[src/rtl/gf_digit_mul_seq.sv]
// -----------------------------------------------------------------------------
// gf_digit_mul_seq
//
// Digit-serial GF(2^m) / integer arithmetic unit. One command at a time is
// captured in IDLE, multiplied DIGIT_WIDTH bits of b per cycle (MSB first),
// optionally reduced DIGIT_WIDTH product positions per cycle by the runtime
// polynomial, and presented in DONE until the consumer accepts it.
//
// Ports
//   clk, rst        rising-edge clock, synchronous active-high reset
//   in_valid/ready  command handshake (ready only in IDLE)
//   op              00 GF add, 01 GF mul, 10 GF square, 11 integer mul
//   polyn_grade     field degree m (legal 2..DATA_WIDTH for GF ops)
//   polyn_red       reduction polynomial, bit m set
//   a, b            operands (masked to m bits for GF ops at capture)
//   out_valid/ready result handshake, result held until accepted
//   out             reduced GF result or integer low word
//   mult_out        unreduced product (0 for add / error)
//   err             illegal degree for the captured GF command
//   busy            not in IDLE
// -----------------------------------------------------------------------------
module gf_digit_mul_seq #(
  parameter int DATA_WIDTH  = 32,
  parameter int DIGIT_WIDTH = 4
) (
  input  logic                          clk,
  input  logic                          rst,
  input  logic                          in_valid,
  output logic                          in_ready,
  input  logic [1:0]                    op,
  input  logic [$clog2(DATA_WIDTH):0]   polyn_grade,
  input  logic [DATA_WIDTH:0]           polyn_red,
  input  logic [DATA_WIDTH-1:0]         a,
  input  logic [DATA_WIDTH-1:0]         b,
  output logic                          out_valid,
  input  logic                          out_ready,
  output logic [DATA_WIDTH-1:0]         out,
  output logic [2*DATA_WIDTH-1:0]       mult_out,
  output logic                          err,
  output logic                          busy
);

  localparam int MW    = $clog2(DATA_WIDTH) + 1;              // degree field width
  localparam int PW    = 2 * DATA_WIDTH;                      // product width
  localparam int N_MUL = (DATA_WIDTH + DIGIT_WIDTH - 1) / DIGIT_WIDTH;
  localparam int NB    = N_MUL * DIGIT_WIDTH;                 // b padded to whole digits
  localparam int CW    = $clog2(N_MUL + 1);
  localparam int KW    = $clog2(PW);                          // product bit position

  localparam logic [1:0] OP_ADD  = 2'b00;
  localparam logic [1:0] OP_SQR  = 2'b10;
  localparam logic [1:0] OP_IMUL = 2'b11;

  typedef enum logic [2:0] {
    S_IDLE,
    S_ADD,
    S_MUL,
    S_RED,
    S_DONE
  } state_e;

  state_e                  state_q, state_d;
  logic [1:0]              op_q, op_d;
  logic [MW-1:0]           m_q, m_d;
  logic [DATA_WIDTH:0]     poly_q, poly_d;
  logic [DATA_WIDTH-1:0]   a_q, a_d;
  logic [NB-1:0]           b_q, b_d;      // shifted left one bit per processed b bit
  logic [PW-1:0]           acc_q, acc_d;
  logic [CW-1:0]           cnt_q, cnt_d;
  logic [KW-1:0]           k_q, k_d;      // highest product position still to reduce
  logic [DATA_WIDTH-1:0]   out_q, out_d;
  logic [PW-1:0]           mult_q, mult_d;
  logic                    err_q, err_d;

  // Low-m-bit mask; degrees at or above the operand width keep every bit.
  function automatic logic [DATA_WIDTH-1:0] grade_mask(input logic [MW-1:0] m);
    if (m >= MW'(DATA_WIDTH)) begin
      return '1;
    end
    return (DATA_WIDTH'(1) << m) - DATA_WIDTH'(1);
  endfunction

  logic m_legal;
  assign m_legal = (polyn_grade >= MW'(2)) && (polyn_grade <= MW'(DATA_WIDTH));

  always_comb begin
    logic                  is_gf;
    logic [DATA_WIDTH-1:0] mask;
    logic [DATA_WIDTH-1:0] a_m;
    logic [DATA_WIDTH-1:0] b_m;
    logic [PW-1:0]         acc_v;
    logic [NB-1:0]         b_v;
    logic [KW-1:0]         pos;

    // NOTE: every variable assigned in this block gets a default first, so no
    // path through the case statement can leave a value unassigned (no latch).
    state_d = state_q;
    op_d    = op_q;
    m_d     = m_q;
    poly_d  = poly_q;
    a_d     = a_q;
    b_d     = b_q;
    acc_d   = acc_q;
    cnt_d   = cnt_q;
    k_d     = k_q;
    out_d   = out_q;
    mult_d  = mult_q;
    err_d   = err_q;
    is_gf   = 1'b0;
    mask    = '0;
    a_m     = '0;
    b_m     = '0;
    acc_v   = acc_q;
    b_v     = b_q;
    pos     = '0;

    case (state_q)
      S_IDLE: begin
        if (in_valid) begin
          is_gf  = (op != OP_IMUL);
          mask   = grade_mask(polyn_grade);
          a_m    = is_gf ? (a & mask) : a;
          b_m    = is_gf ? (b & mask) : b;
          op_d   = op;
          m_d    = polyn_grade;
          poly_d = polyn_red;
          a_d    = a_m;
          b_d    = NB'((op == OP_SQR) ? a_m : b_m);
          acc_d  = '0;
          cnt_d  = '0;
          k_d    = '0;
          err_d  = 1'b0;
          if (is_gf && !m_legal) begin
            err_d   = 1'b1;
            out_d   = '0;
            mult_d  = '0;
            state_d = S_DONE;
          end else if (op == OP_ADD) begin
            state_d = S_ADD;
          end else begin
            state_d = S_MUL;
          end
        end
      end

      S_ADD: begin
        out_d   = a_q ^ b_q[DATA_WIDTH-1:0];
        mult_d  = '0;
        state_d = S_DONE;
      end

      S_MUL: begin
        // NOTE: acc_v/b_v are blocking temporaries chained through the unrolled
        // digit loop; only the final values reach the registers via _d.
        for (int j = 0; j < DIGIT_WIDTH; j++) begin
          acc_v = acc_v << 1;
          if (b_v[NB-1]) begin
            acc_v = (op_q == OP_IMUL) ? (acc_v + PW'(a_q)) : (acc_v ^ PW'(a_q));
          end
          b_v = b_v << 1;
        end
        acc_d = acc_v;
        b_d   = b_v;
        cnt_d = cnt_q + CW'(1);
        if (cnt_q == CW'(N_MUL - 1)) begin
          mult_d = acc_v;
          if (op_q == OP_IMUL) begin
            out_d   = acc_v[DATA_WIDTH-1:0];
            state_d = S_DONE;
          end else begin
            k_d     = (KW'(m_q) << 1) - KW'(2);
            state_d = S_RED;
          end
        end
      end

      S_RED: begin
        // Clear positions k_q, k_q-1, ... but never below m: those bits are the
        // remainder and must survive into the result.
        for (int j = 0; j < DIGIT_WIDTH; j++) begin
          if (k_q >= KW'(m_q) + KW'(j)) begin
            pos = k_q - KW'(j);
            if (acc_v[pos]) begin
              acc_v = acc_v ^ (PW'(poly_q) << (pos - KW'(m_q)));
            end
          end
        end
        acc_d = acc_v;
        k_d   = k_q - KW'(DIGIT_WIDTH);
        if ((k_q - KW'(m_q)) < KW'(DIGIT_WIDTH)) begin
          out_d   = acc_v[DATA_WIDTH-1:0] & grade_mask(m_q);
          state_d = S_DONE;
        end
      end

      S_DONE: begin
        if (out_ready) begin
          state_d = S_IDLE;
        end
      end

      default: state_d = S_IDLE;
    endcase
  end

  always_ff @(posedge clk) begin
    if (rst) begin
      state_q <= S_IDLE;
      op_q    <= '0;
      m_q     <= '0;
      poly_q  <= '0;
      a_q     <= '0;
      b_q     <= '0;
      acc_q   <= '0;
      cnt_q   <= '0;
      k_q     <= '0;
      out_q   <= '0;
      mult_q  <= '0;
      err_q   <= 1'b0;
    end else begin
      state_q <= state_d;
      op_q    <= op_d;
      m_q     <= m_d;
      poly_q  <= poly_d;
      a_q     <= a_d;
      b_q     <= b_d;
      acc_q   <= acc_d;
      cnt_q   <= cnt_d;
      k_q     <= k_d;
      out_q   <= out_d;
      mult_q  <= mult_d;
      err_q   <= err_d;
    end
  end

  assign in_ready  = (state_q == S_IDLE);
  assign busy      = (state_q != S_IDLE);
  assign out_valid = (state_q == S_DONE);
  assign out       = out_q;
  assign mult_out  = mult_q;
  assign err       = err_q;

endmodule

[config.mk]
export PLATFORM = sky130hd
export DESIGN_NAME = gf_digit_mul_seq
export DESIGN_NICKNAME = d
export VERILOG_FILES = /design/src/rtl/gf_digit_mul_seq.sv
export SDC_FILE = /design/constraint.sdc
export NUM_CORES = 2
export LEC_CHECK = 0
export CORE_MARGIN = 2
export CORE_UTILIZATION = 50
export CTS_CLUSTER_SIZE = 25
export DETAILED_ROUTE_END_ITERATION = 10
export GPL_ROUTABILITY_DRIVEN = 1
export PLACE_DENSITY = 0.68
export SKIP_LAST_GASP = 1
export SLEW_MARGIN = 40
export SYNTH_ARGS = -nofsm -noshare
export SYNTH_HDL_FRONTEND = slang
export SYNTH_SLANG_ARGS = --single-unit
[constraint.sdc]
create_clock -name clk -period 15 [get_ports clk]
set_input_delay 3.75 -clock clk [delete_from_list [all_inputs] [get_ports clk]]
set_output_delay 3.75 -clock clk [all_outputs]
set_load 0.005 [all_outputs]
After elaboration in Yosys (flattened, before gate mapping) --
Index checks and enable logic that the tools add are counted.
Operators by class: div/mod/pow operators 0, add/subtract/negate cells 19, $mul 0, $lt $le $gt $ge 13, reductions and logical operators 17, bitwise operators 12, eq/ne operators 15, shift operators 6, mux-type cells 77
Operators with widths (number):
- 2-to-1 mux 64 bit | 18
- 2-to-1 mux 32 bit | 17
- one-hot mux 64 bit (3 select lines) | 2
- left shift 33 x 6 -> 64 bit | 4
- XOR 64 bit | 4
- 2-to-1 mux 63 bit | 3
- 2-to-1 mux 62 bit | 3
- 2-to-1 mux 61 bit | 3
- one-hot mux 32 bit (4 select lines) | 1
- AND 32 bit | 3
- adder 64 x 32 -> 64 bit | 1
- one-hot mux 32 bit (2 select lines) | 1
- left shift 1 x 6 -> 32 bit, first input constant | 2
- subtractor 32 x 2 -> 32 bit, second input constant | 2
- XOR 64 x 32 -> 64 bit | 1
- adder 63 x 32 -> 63 bit | 1
- XOR 63 x 32 -> 63 bit | 1
- adder 62 x 32 -> 62 bit | 1
- XOR 62 x 32 -> 62 bit | 1
- adder 61 x 32 -> 61 bit | 1
- XOR 61 x 32 -> 61 bit | 1
- XOR 32 bit | 1
- less-than comparator 6 x 7 -> 1 bit, second input constant | 4
- binary-select mux 1 bit (select 6 bit) | 4
- other kinds (37) | 79
Word-level totals: output and inout port bits 100, memory bits (writable) 0, logic and storage cells 171, bits in registers 279, memories 0, bits in latches 0, input bits 109, memory bits (read-only) 0

Longest topological paths before layout --
word-level depth 24, depth in mapped cells 50, depth with buffers taken out 50

Least setup slack after synthesis --
No wires, ideal clock.
path kind register -> register, start point register m_q[0], end point register out_q[9], in the netlist out[9], arrival time 9.277 ns, buffers on the path 15, library setup time 0.095 ns, required time 14.905 ns, stages on the path, launching flop included 40, setup slack 5.627 ns, period minus slack after synthesis 9.373 ns, cells stage by stage dfxtp_1 -> buf_4 -> buf_2 -> buf_2 -> buf_2 -> buf_2 -> buf_1 -> buf_1 -> clkbuf_1 -> buf_1 -> buf_1 -> clkbuf_1 -> clkbuf_1 -> nand2_1 -> xnor2_1 -> ha_1 -> o21ai_0 -> o21bai_1 -> (+4 left out) -> nand2_1 -> nor3_1 -> or4_1 -> nor3_1 -> a2111oi_1 -> o32ai_4 -> o31ai_4 -> nor2_4 -> buf_4 -> o21ai_1 -> xnor2_1 -> mux2i_1 -> a32o_1 -> a211oi_4 -> buf_2 -> nor4_1 -> nand4b_1 -> a221oi_1
On the way: word-level cells in the longest chain between the ends 24, elaborated cells between the ends (all ways) 52, those cells by class add/sub (8); order compare (6); eq/ne (1); shift (5); mux (26); bitwise (5); reduce/logical (1)
Ends and longest elaborated chain:
- start, declared | line 64 | logic [MW-1:0] m_q, m_d;
- start signal, assigned | line 223 | m_q <= m_d;
- subtractor 6 bit | line 184, 190
- left shift 33 x 6 -> 64 bit | line 184 | acc_v = acc_v ^ (PW'(poly_q) << (pos - KW'(m_q)));
- XOR 64 bit | line 184
- 2-to-1 mux 64 bit | line 183 | if (acc_v[pos]) begin
- 2-to-1 mux 64 bit | line 181 | if (k_q >= KW'(m_q) + KW'(j)) begin
- 2-to-1 mux 64 bit | line 117 | case (state_q)
- binary-select mux 1 bit (select 6 bit) | line 183
- 2-to-1 mux 1 bit (not written as such) | line 183
- (+8 left out)
- binary-select mux 1 bit (select 6 bit) | line 183
- 2-to-1 mux 1 bit (not written as such) | line 183
- 2-to-1 mux 64 bit | line 183
- 2-to-1 mux 64 bit | line 181
- 2-to-1 mux 64 bit | line 117
- AND 32 bit | line 191 | out_d = acc_v[DATA_WIDTH-1:0] & grade_mask(m_q);
- 2-to-1 mux 32 bit | line 190 | if ((k_q - KW'(m_q)) < KW'(DIGIT_WIDTH)) begin
- one-hot mux 32 bit (4 select lines) | line 117
- end signal, assigned | line 230 | out_q <= out_d;
- end, declared | line 71 | logic [DATA_WIDTH-1:0] out_q, out_d;
Parallel ways exist; a longest one is shown, timed or not. The select of a mux whose other input is x is not followed. A chain may end at the register's enable or synchronous reset.

Final worst setup path --
start point register acc_q[10], end point register acc_q[57]
On the way: word-level cells in the longest chain between the ends 21, elaborated cells between the ends (all ways) 44, those cells by class add/sub (4); mux (32); bitwise (8)
Ends and longest elaborated chain:
- start, declared | line 68 | logic [PW-1:0] acc_q, acc_d;
- start signal, assigned | line 214 | acc_q <= '0;
- start signal, assigned | line 227 | acc_q <= acc_d;
- parallel branches: the longest is 20 deep, another holds adder 63 x 32 -> 63 bit
- one-hot mux 64 bit (3 select lines) (*) | line 117
Every way passes the cells marked *. The select of a mux whose other input is x is not followed.

==> impl_metrics.yaml <==
sta:
  fin_setup_tns_ns: 0
  finClkSkew_ns: 0.02407
  final-max-slew-violation-count: 0
  rsz0062_at_grt: "false"
  max-slew-margin-rel_pct: 32.03
  peak_freq_ghz: 0.08187
  worst-slew-pin-transition_ns: 1.014
  finalHoldViolations: 0
  finalHoldWorstSlack_ns: 0.4507
  final.period_utilization_pct: 81.43
  timing.final.setup_violations: 0
  final_period_minus_worst_setup_slack_ns: 12.22
synth:
  synth.area.top_cells: "dfxtp_1 (13%), xnor2_1 (7.4%), a21oi_1 (7.1%), nand2_1 (6.6%), nor2_1 (6.4%)"
  synthesis.area_per_instance_um2: 6.917
  yosysMostFrequentCell: "nand2_1"
  synth_largest_type_area_fraction_pct: 13.30
  post_synth_inst_count: 6047
  ys_seq_area_share_pct: 13.30
  yosysWarnings: 0
  synth_largest_area_cell: "dfxtp_1"
  post_synth_design_cell_area_mm2: 0.04183
  synth-edff-count: 0
  synthesis.nets: 6342
  ys_seq_elements: 278
  yosys_most_used_dff: "dfxtp_1"
  async_reset_ff_share_pct: 0
  synth_common_cells: "nand2_1 (730), nor2_1 (713), a21oi_1 (596)"
  synth.distinct_cells: 113
clocking:
  hold_buffers: 0
  cts.sink_count: 278
  clkLatencyLatePin_ns: 0.61
  max_buffers_root_to_sink: 3
  clkSlewWorstSetupHoldPaths_ns: 0.07
  ctsHtreeMaxLevel: 2
  postCtsResizedCells: 0
  clock_tree.root_cell: "clkbuf_16"
  tritoncts: "yes"
  cts_buf_count: 37
  post-cts-setup-buffer-count: 0
floorplanning:
  placementRows: 106
  ios: 209
  coreArea_mm2: 0.08329
  floorplan.die_area_mm2: 0.08599
  die-width_um: 293.2
  initial_core_util_pct: 50.22
  height_of_the_die_um: 293.2
route:
  detailroute.via_count: 49470
  drt_initial_violations: 7775
  wl_um: 215600
  drc_errors_left: 0
  vias_per_cell: 6.982
  drt_pass1_iterations: 7
  routed_wire_length_per_instance_um: 30.43
  ant_nets: 0
worst_setup_path:
  cpPeakStageDelay_ns: 0.86
  crit_path_start_kind: "register"
  worstSetupStartpoint: "acc_q[10]"
  crit_type: "reg -> reg"
  worst-path-max-fanout: 6
  r2r.worst_path.cells: 43
  cp_slowest_cell: "dfxtp_1"
  critPathCaptureType: "register"
  r2r_end: "acc_q[57]"
  regToRegSetupSlack_ns: 2.78
  worst-endpoint-arrival_ns: 12.72
  rr_startpoint: "acc_q[10]"
  crit_required_ns: 15.51
  critical_path.endpoint: "acc_q[57]"
final_layout:
  multi_input_comb_area_mm2: 0.03438
  drive_gt1_share_pct: 9.068
  area_growth_syn_to_layout_pct: 10.74
  finalNonFillerCells: 7085
  fill_cells: 8195
  finalNetCount: 6266
  register_area_mm2: 0.005580
global_route:
  grt.overflow.total: 0
  global_route.usage.total_pct: 48.35
  grt_start_max_net_pins: 86
  grt_pass1_wl_um: 308600
  grt_antenna_before_repair: 16
  grt_pass1_vias: 43478
placement:
  port-buffer-count: 208
  gp_congestion: 1.164
  total_instance_count_after_detailed_placement: 7011
  place_hpwl_um: 169500
outcome:
  run_status: "finished, final reports clean"
hold_path:
  worstHoldPathType: "reg -> reg"
flow_run:
  maxCapViolCount: 0
[flip-flops by register name (all words and copies together), names as in the netlist]
name,count
k_q,5
b_q,32
op_q,2
out,32
mult_out,64
err,1
acc_q,64
cnt_q,4
m_q,6
state_q,3
poly_q,33
a_q,32
[through the flow]
step           utilization, %  setup slack [ns]  area [µm²]
6_report                55.62             2.785       46320
3_3_place_gp            53.69             3.042       44720
3_5_place_dp            53.86             2.901       44860
5_1_grt                 55.60             1.941       46310
2_1_floorplan               -             5.627       41830
4_1_cts                 55.46             2.815       46190
[per-layer routing]
layer	wire [µm]	GRT usage, %	vias up
li1	-	-	21795
met1	83240	62.90	23266
met2	83660	66.76	3606
met3	30490	17.49	791
met4	18120	31.45	12
met5	82	0.05672	-
[critical path: cells and delay by family (launching register included)]
family / cells / cell delay [ns]
xor+xnor: 3 / 0.89
fa+ha+maj: 3 / 1.17
simple gates: 17 / 4.69
flops: 1 / 0.86
compound gates: 19 / 4.41
buf+inv: 1 / 0.10
[how the worst min path moves through the flow]
stage                       from            to  cells after the start
floorplan                op_q[0]       op_q[0]                      2
global placement    mult_out[14]  mult_out[14]                      2
detailed placement  mult_out[28]  mult_out[28]                      2
CTS                 mult_out[36]  mult_out[36]                      2
global route        mult_out[36]  mult_out[36]                      2
finish              mult_out[14]  mult_out[14]                      2
[logic make-up (layout without fill, tap and decap cells)]
family / after synthesis / after routing / synth area share, %
and+or+nand+nor: 2292 / 2292 / 25.10
adders and majority gates: 186 / 186 / 5.707
xor gates and xnor gates: 558 / 558 / 11.79
buffers and inverters: 587 / 539 / 5.632
muxes: 345 / 345 / 11.16
other: 0 / 6 / 0
DFF: 278 / 278 / 13.30
AOI/OAI and AO/OA: 1801 / 1801 / 27.31
[area by class of cell]
type / count / area share, %
antenna: 6 / 0.03241
tap: 1080 / 2.917
inverter: 112 / 0.9075
clock inverter: 13 / 0.4943
timing repair buffer: 360 / 7.009
multi-input combinational: 5182 / 74.22
sequential: 278 / 12.05
clock buffer: 54 / 2.374
[cells in the final DEF (no fill, tap or decap), drive strengths merged, types with 54 or more instances in the layout]
cell           count
nand2            732
o21ai            363
clkdlybuf4s50    207
a21oi            597
mux4              89
ha               178
nand3            204
a211oi            64
nor2             714
xnor2            355
o211ai            79
mux2              82
nor3             184
xor2             201
a31oi            109
dfxtp            278
o22ai             99
a21o              98
and2              54
clkbuf            56
buf              151
inv              110
mux2i            174
Power is left out: the tool's default activity adds up to more than one toggle a clock period on the data nets, which glitch-free logic cannot reach.
